`config.mk`:
```
export PLATFORM = sky130hd
export DESIGN_NAME = led_pio_pwm
export DESIGN_NICKNAME = d
export VERILOG_FILES = /design/src/rtl/led_pio_pkg.sv /design/src/rtl/led_blink_timer.sv /design/src/rtl/led_pio_pwm.sv
export SDC_FILE = /design/constraint.sdc
export NUM_CORES = 1
export LEC_CHECK = 0
export CORE_MARGIN = 2
export CORE_UTILIZATION = 40
export CTS_CLUSTER_DIAMETER = 100
export DETAILED_ROUTE_END_ITERATION = 16
export PLACE_DENSITY = 0.7
export REMOVE_ABC_BUFFERS = 1
export SYNTH_ARGS = -nofsm -noshare
export SYNTH_HDL_FRONTEND = slang
export SYNTH_SLANG_ARGS = --single-unit
export TNS_END_PERCENT = 5
```
`constraint.sdc`:
```
create_clock -name clk -period 4.45 [get_ports clk]
set_input_delay 0.6675 -clock clk [delete_from_list [all_inputs] [get_ports clk]]
set_output_delay 0.6675 -clock clk [all_outputs]
set_load 0.02 [all_outputs]
```
`src/rtl/led_pio_pkg.sv`:
```
// Shared register map for the LED PIO/PWM block: Avalon register indices
// and the bit positions inside the STATUS register.
package led_pio_pkg;

    localparam logic [2:0] ADDR_DATA       = 3'd0;
    localparam logic [2:0] ADDR_SET        = 3'd1;
    localparam logic [2:0] ADDR_CLEAR      = 3'd2;
    localparam logic [2:0] ADDR_TOGGLE     = 3'd3;
    localparam logic [2:0] ADDR_BLINK_MASK = 3'd4;
    localparam logic [2:0] ADDR_BLINK_HALF = 3'd5;
    localparam logic [2:0] ADDR_DUTY       = 3'd6;
    localparam logic [2:0] ADDR_STATUS     = 3'd7;

    localparam int STATUS_BLINK_BIT = 0;
    localparam int STATUS_PWM_BIT   = 1;

endpackage

```
`src/rtl/led_blink_timer.sv`:
```
// Blink timebase: counts up to the programmed half-period, then wraps and
// flips the blink phase. A restart pulse re-aligns the blink to the "on"
// phase so a new half-period always starts from a clean boundary.
module led_blink_timer #(
    parameter int BLINK_W = 24
) (
    input  logic               clk,
    input  logic               reset,
    input  logic [BLINK_W-1:0] half,
    input  logic               restart,
    output logic               phase
);

    logic [BLINK_W-1:0] blink_cnt;

    // Half-period counter and phase flip, with restart taking priority
    always_ff @(posedge clk or posedge reset) begin
        if (reset) begin
            blink_cnt <= '0;
            phase     <= 1'b1;
        end else if (restart) begin
            blink_cnt <= '0;
            phase     <= 1'b1;
        end else if (blink_cnt == half) begin
            blink_cnt <= '0;
            phase     <= ~phase;
        end else begin
            blink_cnt <= blink_cnt + BLINK_W'(1);
        end
    end

endmodule

```
`src/rtl/led_pio_pwm.sv`:
```
// Avalon-MM LED output port with atomic set/clear/toggle, per-bit blink
// masking and a global PWM dimmer. Reads are combinational, zero wait.
module led_pio_pwm #(
    parameter int          WIDTH       = 8,
    parameter logic [31:0] RESET_VALUE = 32'd0,
    parameter int          BLINK_W     = 24,
    parameter int          PWM_W       = 8
) (
    input  logic             clk,
    input  logic             reset,
    input  logic             chipselect,
    input  logic [2:0]       address,
    input  logic             write_n,
    input  logic [31:0]      writedata,
    output logic [31:0]      readdata,
    output logic [WIDTH-1:0] out_port
);

    import led_pio_pkg::*;

    logic [WIDTH-1:0]   data_reg;
    logic [WIDTH-1:0]   blink_mask;
    logic [BLINK_W-1:0] blink_half;
    logic [PWM_W-1:0]   duty;
    logic [PWM_W-1:0]   pwm_cnt;
    logic               blink_phase;
    logic               pwm_on;
    logic               wr_en;
    logic               blink_restart;
    logic [WIDTH-1:0]   wd;
    logic [31:0]        status;
    logic               unused_writedata;

    assign wr_en            = chipselect & ~write_n;
    assign wd               = writedata[WIDTH-1:0];
    assign blink_restart    = wr_en && (address == ADDR_BLINK_HALF);
    assign unused_writedata = ^writedata;

    // Full-scale duty is treated as always on so DUTY=all-ones is 100%
    assign pwm_on = (duty == '1) || (pwm_cnt < duty);

    led_blink_timer #(
        .BLINK_W(BLINK_W)
    ) u_blink_timer (
        .clk    (clk),
        .reset  (reset),
        .half   (blink_half),
        .restart(blink_restart),
        .phase  (blink_phase)
    );

    // Register file writes; SET/CLEAR/TOGGLE are read-modify-write on DATA
    always_ff @(posedge clk or posedge reset) begin
        if (reset) begin
            data_reg   <= RESET_VALUE[WIDTH-1:0];
            blink_mask <= '0;
            blink_half <= '0;
            duty       <= '1;
        end else if (wr_en) begin
            case (address)
                ADDR_DATA:       data_reg   <= wd;
                ADDR_SET:        data_reg   <= data_reg | wd;
                ADDR_CLEAR:      data_reg   <= data_reg & ~wd;
                ADDR_TOGGLE:     data_reg   <= data_reg ^ wd;
                ADDR_BLINK_MASK: blink_mask <= wd;
                ADDR_BLINK_HALF: blink_half <= writedata[BLINK_W-1:0];
                ADDR_DUTY:       duty       <= writedata[PWM_W-1:0];
                default:         data_reg   <= data_reg;
            endcase
        end
    end

    // Free-running PWM ramp, wraps naturally at all-ones
    always_ff @(posedge clk or posedge reset) begin
        if (reset) begin
            pwm_cnt <= '0;
        end else begin
            pwm_cnt <= pwm_cnt + PWM_W'(1);
        end
    end

    // Registered LED drive: masked bits follow the blink phase, all bits gated by PWM
    always_ff @(posedge clk or posedge reset) begin
        if (reset) begin
            out_port <= RESET_VALUE[WIDTH-1:0];
        end else begin
            out_port <= data_reg & (~blink_mask | {WIDTH{blink_phase}}) & {WIDTH{pwm_on}};
        end
    end

    // STATUS image assembled from the live timer state
    always_comb begin
        status                   = '0;
        status[STATUS_BLINK_BIT] = blink_phase;
        status[STATUS_PWM_BIT]   = pwm_on;
    end

    // Combinational read mux; strobe-style registers read back as zero
    always_comb begin
        readdata = '0;
        case (address)
            ADDR_DATA:       readdata = 32'(data_reg);
            ADDR_BLINK_MASK: readdata = 32'(blink_mask);
            ADDR_BLINK_HALF: readdata = 32'(blink_half);
            ADDR_DUTY:       readdata = 32'(duty);
            ADDR_STATUS:     readdata = status;
            default:         readdata = '0;
        endcase
    end

endmodule
```
==> flow_metrics.tcl <==
set metrics [dict create \
    htree_levels 3 \
    core_sq_um 12100 \
    antenna_cells 0 \
    crit_buf_inv 2 \
    vias 3695 \
    grt_pass1_vias 3697 \
    synth_compound_area_share_pct 6.45 \
    finalHoldViolCount 0 \
    rows 40 \
    path_max_fanout 9 \
    tritoncts "built" \
    die_x_um 116 \
    cts_max_path_buffers 2 \
    slew_viol_final 0 \
    post_cts_resized 0 \
    status "completed" \
    synth_seq_cells 89 \
    synth_fa_ha_area_share_pct 6.27 \
    arrival_ns 3.04 \
    dp.final_hpwl_um 7830 \
    finalSetupViolations 0 \
    final_cell_mix "80 x dfrtp_1, 62 x clkdlybuf4s50_1, 47 x nor2_1, 43 x inv_1, 42 x o21ai_0" \
    synth_cell_type_count 40 \
    io_buffers 62 \
    antenna_found_initial 0 \
    die_area_sq_um 13400 \
    power_leakage_uw 0.00271 \
    avgViaCountPerCell 5.09 \
    power.density_nw_per_um2 415 \
    synthSimpleGateAreaFrac_pct 15.4 \
    worst-setup-path-type "flip-flop to primary output" \
    slowest_stage "clkdlybuf4s50_1" \
    dp_cells 710 \
    syn_area_per_cell_sq_um 10.1 \
    synth.area.mux_share_pct 10.7 \
    grt_pass1_wl_um 18300 \
    syn_inst 495 \
    slew_headroom_pct 21.2 \
    critical_path.top_delay_family "compound AO/OA/AOI/OAI gates" \
    synth_top_family_by_area "simple AND/OR/NAND/NOR gates" \
    cts_setup_buffers 0 \
    vdd_drop_max_v 0.000222 \
    drt_iter0_markers 181 \
    yosysSeqAreaShare_pct 44.9 \
    top_regs "blink_half (24), u_blink_timer.blink_cnt (24)" \
    nNetsFinal 617 \
    grt_start_max_net_pins 64 \
    cts_inserted_buffers 9 \
    tightest_slew_ns 1.18 \
    synth_area_sq_um 4990 \
    clk_pin_slew_ns 0.06 \
    clock_latency_ns 0.33 \
    synth_edf_count 0 \
    fin_worst_skew_ns 0.00851 \
    numClockSinks 89 \
    fmax_mhz 270 \
    cp-end-kind "primary output" \
    area_delta_synth_final_pct 20.3 \
    tns_ns 0 \
    worstPathCellList "inv_1 > ha_1 > a2111oi_0 > nor3_1 > o22a_1 > o21ai_0 > clkdlybuf4s50_1" \
    first_pass_iters 5 \
    root_buffer "clkbuf_16" \
    async_reset_ff_share_pct 100 \
    rsz0062_at_grt "false" \
    max_cap_violations 0 \
    postCtsHoldBufs 0 \
    cp-start-kind "flip-flop" \
    layout-drive-gt1-share_pct 11.8 \
    final_common_cell "dfrtp_1" \
    drt_wl_total_um 11100 \
    post-route-min-period_ns 3.71 \
    ios 79 \
    gr-total-overflow 0 \
    ys.flop_type "dfrtp_1" \
    hold_path_class "flip-flop to flip-flop" \
    grt_usage_pct 17.4 \
    max_stage_delay_ns 0.65 \
    drc 0 \
    synthXorXnorAreaFrac_pct 9.13 \
    place.gp.congestion 0.869 \
    final.period_utilization_pct 83.3 \
    cp.required_ns 3.78 \
    die_h_um 116 \
    ant_nets 0 \
    initial_utilization_pct 41.2 \
    wl_per_cell_um 15.3 \
    ys_warn_count 0 \
    instances_no_fill 726 \
]
-- Yosys cell counts (all sizes together) (4+ instances only) --
cell    instances  share of area, %
dfstp           9               4.7
and3            4              0.50
ha             25               6.3
nor2           47               3.5
xor2           41               7.2
nor3            6              0.60
nand4          12               1.5
and2           19               2.4
xnor2          11               1.9
nand2          41               3.1
inv            44               3.3
a21oi           8              0.80
mux4            8               3.6
dfrtp          80                40
nor4            7               1.0
clkbuf          8              0.60
o21ai          43               4.3
nand3          13               1.3
buf            20               3.2
mux2i           7               1.4
mux2           25               5.6
-- per-layer routing --
layer  vias up  part of all wire (%)  global-route usage [%]
met2       115                    49                    29.9
met5         -                     0                       0
met1      1820                    44                    22.1
met3        12                   5.4                    3.92
li1       1748                     -                       -
met4         0                   1.3                    5.00
-- power by group --
group	switching [uW]	internal, uW
Clock	310	450
Combinational	306	291
Sequential	158	975
-- through the flow --
stage | area (sq um) | setup slack, ns | utilization (%) | total power, uW | hold WS, ns
6_report | 6000 | 0.742 | 49.5 | 2490 | 0.479
3_3_place_gp | 5700 | 0.926 | 47.1 | 1720 | 0.483
3_5_place_dp | 5700 | 0.925 | 47.1 | 1740 | 0.469
2_1_floorplan | 4820 | 1.49 | - | 1490 | 0.447
4_1_cts | 6000 | 0.714 | 49.5 | 2510 | 0.484
5_1_grt | 6000 | 0.642 | 49.5 | 2630 | 0.514
-- layout make-up --
cell class | count | area, sq um
Clock buffer | 11 | 243
Clock inverter | 5 | 56.3
Fill cell | 1116 | 6110
Inverter | 44 | 166
Multi-Input combinational cell | 341 | 2420
Sequential cell | 89 | 2240
Tap cell | 168 | 210
Timing Repair Buffer | 68 | 666
-- final timing paths --
path / slack [ns] / end / start / cells after the start
setup / recovery: 0.74 / readdata[1] / duty[1]$_DFFE_PP1P_ / 7
hold / removal: 0.48 / pwm_cnt[7]$_DFF_PP0_ / pwm_cnt[7]$_DFF_PP0_ / 1
setup reg to reg: 2.33 / u_blink_timer.blink_cnt[11]$_DFF_PP0_ / u_blink_timer.blink_cnt[19]$_DFF_PP0_ / 5
hold reg to reg: 0.48 / pwm_cnt[7]$_DFF_PP0_ / pwm_cnt[7]$_DFF_PP0_ / 1
max in group asynchronous: 2.55 / u_blink_timer.phase$_DFFE_PP1P_ / reset / 3
min in group asynchronous: 0.89 / blink_half[19]$_DFFE_PP0P_ / reset / 2
-- logic make-up (layout without fill, tap and decap cells) --
family	count (synthesis)	in the layout
buffers and inverters	72	128
xor gates and xnor gates	52	52
DFF	89	89
muxes	40	40
other	1	8
and+or+nand+nor	158	158
adders and majority gates	25	25
AOI/OAI and AO/OA	58	58
Note: power is estimated with default switching activity, not from simulation.
